**config.mk**
```make
export PLATFORM = sky130hd
export DESIGN_NAME = mic_peak_tracker
export DESIGN_NICKNAME = d
export VERILOG_FILES = /design/src/rtl/mic_peak_tracker.sv
export SDC_FILE = /design/constraint.sdc
export NUM_CORES = 1
export LEC_CHECK = 0
export BUFFER_PORTS_ARGS = -buffer_cell sky130_fd_sc_hd__buf_2
export CELL_PAD_IN_SITES_DETAIL_PLACEMENT = 0
export CELL_PAD_IN_SITES_GLOBAL_PLACEMENT = 1
export CORE_UTILIZATION = 42
export CTS_CLUSTER_SIZE = 30
export DETAILED_ROUTE_END_ITERATION = 8
export PLACE_DENSITY = 0.89
export REMOVE_ABC_BUFFERS = 1
export SLEW_MARGIN = 30
export SYNTH_ARGS = -nofsm -noshare
export SYNTH_HDL_FRONTEND = slang
export SYNTH_SLANG_ARGS = --single-unit
```
**constraint.sdc**
```tcl
create_clock -name clock -period 2.9 [get_ports clock]
set_input_delay 0 -clock clock [delete_from_list [all_inputs] [get_ports clock]]
set_output_delay 0 -clock clock [all_outputs]
set_load 0.03 [all_outputs]
```
**src/rtl/mic_peak_tracker.sv**
```systemverilog
// Windowed peak detector and decimated snapshot for a 12-bit mic ADC stream.
// Every sample is clamped to FLOOR first, so both outputs stay within FLOOR..4095.
module mic_peak_tracker #(
    parameter int WINDOW   = 4000,
    parameter int SNAP_DIV = 1000,
    parameter int FLOOR    = 2048
) (
    input  logic        clock,
    input  logic        reset_n,
    input  logic        enable,
    input  logic        mic_valid,
    input  logic [11:0] mic_in,
    output logic [11:0] peak_output,
    output logic [11:0] sample_output,
    output logic        peak_valid,
    output logic        sample_valid
);

    localparam int WIN_W  = (WINDOW > 1) ? $clog2(WINDOW) : 1;
    localparam int SNAP_W = (SNAP_DIV > 1) ? $clog2(SNAP_DIV) : 1;

    localparam logic [WIN_W-1:0]  WIN_LAST  = WIN_W'(WINDOW - 1);
    localparam logic [SNAP_W-1:0] SNAP_LAST = SNAP_W'(SNAP_DIV - 1);
    localparam logic [11:0]       FLOOR_V   = 12'(FLOOR);

    localparam logic [0:0] IDLE  = 1'b0;
    localparam logic [0:0] ACCUM = 1'b1;

    logic [0:0]        state_reg,        state_next;
    logic [WIN_W-1:0]  win_cnt_reg,      win_cnt_next;
    logic [SNAP_W-1:0] snap_cnt_reg,     snap_cnt_next;
    logic [11:0]       run_max_reg,      run_max_next;
    logic [11:0]       peak_reg,         peak_next;
    logic [11:0]       sample_reg,       sample_next;
    logic              peak_valid_reg,   peak_valid_next;
    logic              sample_valid_reg, sample_valid_next;

    logic [11:0] clamped;
    logic [11:0] max_with_sample;

    assign clamped         = (mic_in < FLOOR_V) ? FLOOR_V : mic_in;
    assign max_with_sample = (clamped > run_max_reg) ? clamped : run_max_reg;

    always_comb begin
        state_next        = state_reg;
        win_cnt_next      = win_cnt_reg;
        snap_cnt_next     = snap_cnt_reg;
        run_max_next      = run_max_reg;
        peak_next         = peak_reg;
        sample_next       = sample_reg;
        peak_valid_next   = 1'b0;
        sample_valid_next = 1'b0;

        case (state_reg)
            IDLE: begin
                // A strobe arriving on the entry cycle is deliberately dropped.
                if (enable) begin
                    state_next    = ACCUM;
                    win_cnt_next  = '0;
                    snap_cnt_next = '0;
                    run_max_next  = FLOOR_V;
                end
            end
            default: begin
                if (!enable) begin
                    state_next    = IDLE;
                    win_cnt_next  = '0;
                    snap_cnt_next = '0;
                    run_max_next  = FLOOR_V;
                end else if (mic_valid) begin
                    // The closing sample still counts toward the window it closes.
                    if (win_cnt_reg == WIN_LAST) begin
                        peak_next       = max_with_sample;
                        peak_valid_next = 1'b1;
                        run_max_next    = FLOOR_V;
                        win_cnt_next    = '0;
                    end else begin
                        run_max_next = max_with_sample;
                        win_cnt_next = win_cnt_reg + 1'b1;
                    end

                    if (snap_cnt_reg == SNAP_LAST) begin
                        sample_next       = clamped;
                        sample_valid_next = 1'b1;
                        snap_cnt_next     = '0;
                    end else begin
                        snap_cnt_next = snap_cnt_reg + 1'b1;
                    end
                end
            end
        endcase
    end

    always_ff @(posedge clock) begin
        if (!reset_n) begin
            state_reg        <= IDLE;
            win_cnt_reg      <= '0;
            snap_cnt_reg     <= '0;
            run_max_reg      <= FLOOR_V;
            peak_reg         <= FLOOR_V;
            sample_reg       <= FLOOR_V;
            peak_valid_reg   <= 1'b0;
            sample_valid_reg <= 1'b0;
        end else begin
            state_reg        <= state_next;
            win_cnt_reg      <= win_cnt_next;
            snap_cnt_reg     <= snap_cnt_next;
            run_max_reg      <= run_max_next;
            peak_reg         <= peak_next;
            sample_reg       <= sample_next;
            peak_valid_reg   <= peak_valid_next;
            sample_valid_reg <= sample_valid_next;
        end
    end

    assign peak_output   = peak_reg;
    assign sample_output = sample_reg;
    assign peak_valid    = peak_valid_reg;
    assign sample_valid  = sample_valid_reg;

endmodule

```
==> results_dict.tcl, run 1 <==
set metrics [dict create \
    status "finished clean" \
    highest_ir_drop_seen_on_vdd_mv 0.1965 \
    synth_largest_area_cell "sky130_fd_sc_hd__dfxtp_1" \
    die_area_mm2 0.007449 \
    tightest_slew_ns 0.7949 \
    drv.max_cap_violation_count 0 \
    yosysTopAreaCellShare_pct 40.23 \
    power_leakage_uw 0.001387 \
    drive_gt1_share_pct 16.50 \
    setup_skew_after_layout_ns 0.007085 \
    synth_ff_type "sky130_fd_sc_hd__dfxtp_1" \
    cts_num_sinks 60 \
    cp_max_fo 22 \
    synthesis.area_per_instance_um2 8.179 \
    fp-row-count 30 \
    power_per_cell_area_mw_per_mm2 546.6 \
    cp_slowest_stage_delay_ns 0.46 \
    netlist-cell-type-count 40 \
    wire_length_of_the_first_global_routing_pass_um 10850 \
    worst_hold_path_type "in -> reg" \
    floorplan.core_area_mm2 0.006832 \
    num-nets-final 430 \
    report.final.slew_viol_count 0 \
    routed-via-count 2696 \
    grt_antenna_before_repair 0 \
    fillers 686 \
    design.portCount 42 \
    crit_slowest_cell "sky130_fd_sc_hd__o21a_1" \
    tritoncts.num_buffers 9 \
    cp.arrival_ns 2.70 \
    path_clk_slew_ns 0.06 \
    clock_tree.root_cell "sky130_fd_sc_hd__clkbuf_8" \
    async_set_or_reset_register_ratio_after_synthesis_pct 0 \
    timing.critical_path.required_ns 3.15 \
    clock_tree.htree_level_count 3 \
    synth_sequential_area_ratio_pct 40.23 \
    setup_total_negative_slack_ns 0 \
    grt_start_max_net_pins 59 \
    cts_tree "done" \
    number_of_endpoints_with_negative_hold_slack_in_the_final_report 0 \
    avg_vias_per_cell 5.371 \
    total_wire_length_after_detailed_routing_um 6572 \
    grt_use_total_pct 18.44 \
    number_of_nets_still_failing_antenna_checks_after_routing 0 \
    grt_remaining_overflow 0 \
    place_hpwl_um 4315 \
    die_height_um 86.31 \
    cpLargestDelayFamily "compound AO/OA/AOI/OAI gates" \
    synth-warning-count 0 \
    crit_path_cell_trace "inv_1 -> ha_1 -> a211oi_1 -> nor3_1 -> or3_4 -> o21a_1 -> mux2i_1 -> a211oi_1" \
    mostFrequentLayoutCell "sky130_fd_sc_hd__dfxtp_1" \
    port_buffers 40 \
    area_growth_syn_to_layout_pct 17.77 \
    rsz_0062_raised_after_global_routing "no" \
    minimum_clock_period_after_layout_ns 2.441 \
    initialDrtViolationCount 90 \
    initial_standard_cell_utilization_of_the_core_pct 43.70 \
    max_slew_margin_pct 47.01 \
    synth_seq_cells 60 \
    most-common-layout-cells "sky130_fd_sc_hd__dfxtp_1, sky130_fd_sc_hd__nor2_1, sky130_fd_sc_hd__buf_2" \
    combined_area_of_all_synthesized_cells_mm2 0.002985 \
    antenna-diode-count 0 \
    library_cell_appearing_most_often_on_the_critical_path "sky130_fd_sc_hd__a211oi_1" \
    first_global_vias 2375 \
    synth_edf_count 0 \
    post_drt_wl_per_cell_um 13.09 \
    ctsLongestPathBuffers 2 \
    maxClockFrequency_ghz 0.4096 \
    postSynthCellCount 365 \
    detailedRoute.firstPassIterationCount 4 \
    final-setup-viol-count 0 \
    synth_area_leaders "sky130_fd_sc_hd__dfxtp_1, sky130_fd_sc_hd__nor2_1, sky130_fd_sc_hd__ha_1" \
    path_buf_inv 1 \
    finalWeightedCongestion 0.7361 \
    die-width_um 86.31 \
    min_period_over_period_pct 84.18 \
    timing.critical_path.from_type "flop" \
    timing_worst_setup_path_type "reg -> reg" \
    timing.critical_path.to_type "flop" \
    worst_skew_pair.late_latency_ns 0.34 \
    drcViolationCount 0 \
    fin_util_pct 51.47 \
]
-- kinds of logic after synthesis --
group	count (synthesis)	synth area share (%)
simple gates	158	26.07
mux	11	3.688
flops	60	40.23
fa+ha+maj	13	5.449
compound gates	84	18.48
buf+inv	38	5.951
other cells	1	0.1256
-- final timing paths --
path	startpoint	endpoint	slack [ns]	cells past startpoint
max	run_max_reg[5]	peak_output[0]	0.46	8
min	mic_valid	peak_valid	0.1	3
max reg2reg	run_max_reg[5]	peak_output[0]	0.46	8
min reg2reg	peak_output[11]	peak_output[11]	0.43	1
-- where the power goes --
group          total, uW  internal (uW)  switching [uW]  leakage, uW
Clock                932            617             315     0.000127
Combinational        161           55.4             105     0.000777
Sequential           829            826            2.45     0.000484
Total               1920           1500             423      0.00139
-- Yosys cell counts (10+ instances only) --
cell                       count
sky130_fd_sc_hd__dfxtp_1      60
sky130_fd_sc_hd__nor2_1       48
sky130_fd_sc_hd__nand2_1      37
sky130_fd_sc_hd__a21oi_1      29
sky130_fd_sc_hd__nand3_1      22
sky130_fd_sc_hd__a311oi_1     15
sky130_fd_sc_hd__and2_1       14
sky130_fd_sc_hd__inv_1        14
sky130_fd_sc_hd__o21ai_0      14
sky130_fd_sc_hd__ha_1         13
sky130_fd_sc_hd__clkbuf_1     12
sky130_fd_sc_hd__mux2i_1      11
sky130_fd_sc_hd__a32oi_1      10
-- worst register-to-register path, delay by kind of cell, from the launching register on --
| family | cells | cell delay, ns |
|---|---|---|
| AO/OA/AOI/OAI | 3 | 0.94 |
| AND/OR/NAND/NOR | 2 | 0.45 |
| flip-flops | 1 | 0.38 |
| adder cells (fa/ha/maj) | 1 | 0.31 |
| multiplexers | 1 | 0.22 |
| buffers and inverters | 1 | 0.06 |
-- final cells by class --
cell class,instances,area [um2],area share (%)
Multi-Input combinational cell,267,1607,45.69
Inverter,14,52.55,1.495
Sequential cell,60,1201,34.16
Clock buffer,12,155.1,4.413
Clock inverter,4,95.09,2.705
Timing Repair Buffer,49,285.3,8.114
Tap cell,96,120.1,3.416
-- layer usage --
layer | share of wire, % | up-vias | wire length, um | GRT usage, %
li1 | - | 1378 | - | -
met1 | 50 | 1257 | 3270 | 24.07
met2 | 45 | 51 | 2981 | 29.65
met3 | 3.3 | 10 | 220 | 3.714
met4 | 1.5 | 0 | 99 | 7.879
met5 | 0 | - | 0 | 0
-- stage by stage --
| stage | area (um2) | hold slack [ns] | instances | total power, uW | worst slack [ns] |
|---|---|---|---|---|---|
| after floorplan | 2860 | 0.1217 | 341 | 946.6 | 0.4983 |
| after global placement | 3246 | 0.2343 | 484 | 1004 | 0.5339 |
| after detailed placement | 3246 | 0.2444 | 484 | 1006 | 0.5148 |
| after CTS | 3516 | 0.09203 | 502 | 1946 | 0.4640 |
| after global routing | 3516 | 0.1250 | 502 | 1993 | 0.2592 |
| final | 3516 | 0.09778 | 502 | 1922 | 0.4587 |
-- timing repair --
| item | 4_1_cts | 5_1_grt |
|---|---|---|
| setup buffers | 0 | 0 |
| hold endpoints to repair | 2 | 0 |
| hold buffers | 2 | 0 |
| resized for setup | 0 | 0 |
No activity file was read; power rests on OpenSTA's default activity.
==> run 2: changes to the inputs <==
CORE_UTILIZATION = 38   (was 42)
PLACE_DENSITY = 0.85   (was 0.89)
clock period = 2.2 ns   (was 2.9 ns; I/O delays follow)
==> results_dict.tcl, run 2 (synthesis gave the netlist of run 1 again) <==
set metrics [dict create \
    status "finished clean" \
    cp.arrival_ns 2.31 \
    tightest_slew_ns 0.8570 \
    drive_gt1_share_pct 24.77 \
    design.portCount 42 \
    placedCellCount 506 \
    report.final.slew_viol_count 0 \
    clock_tree.htree_level_count 3 \
    max_slew_margin_pct 42.80 \
    num-nets-final 452 \
    initial_standard_cell_utilization_of_the_core_pct 40.30 \
    maxClockFrequency_ghz 0.4695 \
    path_clk_slew_ns 0.07 \
    area_growth_syn_to_layout_pct 26.45 \
    grt_use_total_pct 17.83 \
    fp-row-count 31 \
    die_area_mm2 0.008215 \
    final-setup-viol-count 0 \
    grt_remaining_overflow 0 \
    first_global_vias 2546 \
    timing.critical_path.to_type "flop" \
    number_of_endpoints_with_negative_hold_slack_in_the_final_report 0 \
    die-width_um 90.64 \
    drcViolationCount 0 \
    postPlaceCellArea_mm2 0.003405 \
    setup_skew_after_layout_ns 0.008810 \
    finalWeightedCongestion 0.8193 \
    highest_ir_drop_seen_on_vdd_mv 0.2832 \
    antenna-diode-count 0 \
    timing.critical_path.from_type "flop" \
    die_height_um 90.64 \
    minimum_clock_period_after_layout_ns 2.130 \
    avg_vias_per_cell 5.273 \
    crit_slowest_cell "sky130_fd_sc_hd__or4_4" \
    detailedRoute.firstPassIterationCount 4 \
    drv.max_cap_violation_count 0 \
    post_drt_wl_per_cell_um 13.63 \
    cp_max_fo 16 \
    grt_start_max_net_pins 34 \
    cts_num_sinks 60 \
    port_buffers 40 \
    most-common-layout-cells "sky130_fd_sc_hd__dfxtp_1, sky130_fd_sc_hd__nor2_1, sky130_fd_sc_hd__buf_2" \
    mostFrequentLayoutCell "sky130_fd_sc_hd__dfxtp_1" \
    hold_ws_ns 0.08532 \
    grt_antenna_before_repair 0 \
    power_leakage_uw 0.001498 \
    cp_slowest_stage_delay_ns 0.59 \
    floorplan.core_area_mm2 0.007408 \
    number_of_nets_still_failing_antenna_checks_after_routing 0 \
    worst_skew_pair.late_latency_ns 0.34 \
    initialDrtViolationCount 101 \
    wire_length_of_the_first_global_routing_pass_um 11720 \
    worst_hold_path_type "in -> reg" \
    crit_path_cell_trace "inv_1 -> ha_4 -> nand4_4 -> or4_4 -> o21a_4 -> buf_12 -> a32oi_1 -> a21oi_1" \
    power_per_cell_area_mw_per_mm2 625.3 \
    design_area_mm2 0.003775 \
    ctsLongestPathBuffers 2 \
    timing_worst_setup_path_type "reg -> reg" \
    setup_total_negative_slack_ns 0 \
    total_wire_length_after_detailed_routing_um 7184 \
    path_buf_inv 2 \
    final_cell_count_no_fill 527 \
    timing.critical_path.required_ns 2.38 \
    cpLargestDelayFamily "simple AND/OR/NAND/NOR gates" \
    cts_tree "done" \
    tritoncts.num_buffers 9 \
    routed-via-count 2779 \
    clock_tree.root_cell "sky130_fd_sc_hd__clkbuf_8" \
    min_period_over_period_pct 96.82 \
    place_hpwl_um 4765 \
]
## run 2: layout make-up
cell class,instances,area [um2]
Inverter,14,52.55
Sequential cell,60,1209
Fill cell,707,3633
Tap cell,99,123.9
Clock buffer,10,127.6
Clock inverter,6,65.06
Multi-Input combinational cell,267,1719
Timing Repair Buffer,71,478.0
## run 2: final timing paths
path	startpoint	endpoint	slack [ns]	depth (start not counted)
worst min-delay path	mic_valid	peak_valid	0.09	3
worst max register to register	run_max_reg[9]	run_max_reg[1]	0.07	8
worst min register to register	peak_output[11]	peak_output[11]	0.45	1
worst max-delay path	run_max_reg[9]	run_max_reg[1]	0.07	8
## run 2: power breakdown
| part | switching, uW | internal, uW |
|---|---|---|
| sequential | 3.08 | 1090 |
| combinational | 164 | 130 |
| clock | 451 | 523 |
## run 2: metal layers
metal	wire length [um]	track usage (%)	share of wire [%]
met5	0	0	0
met4	103	8.065	1.4
met3	414	3.704	5.8
met2	3287	28.47	46
met1	3379	22.99	47
## run 2: per-stage QoR
stage / worst slack [ns] / utilization [%] / power, uW
floorplan: -0.2017 / - / 1248
global placement: -0.01416 / 45.96 / 1361
detailed placement: -0.08132 / 45.96 / 1364
CTS: 0.002730 / 49.03 / 2338
global route: -0.01591 / 50.95 / 2467
finish: 0.07005 / 50.95 / 2360
## run 2: what timing repair did
item / CTS / global route
endpoints found under the setup margin: 9 / 23
resized for setup: 1 / 23
cloned: 0 / 0
hold endpoints to repair: 2 / 0
setup buffers: 1 / 2
pin swaps: 1 / 9
hold buffers: 2 / 0
## run 2: worst min-delay path, cell delays in order
cell and delay (ns):
sky130_fd_sc_hd__buf_2 0.11, sky130_fd_sc_hd__nand3_1 0.19, sky130_fd_sc_hd__nor3_1 0.08
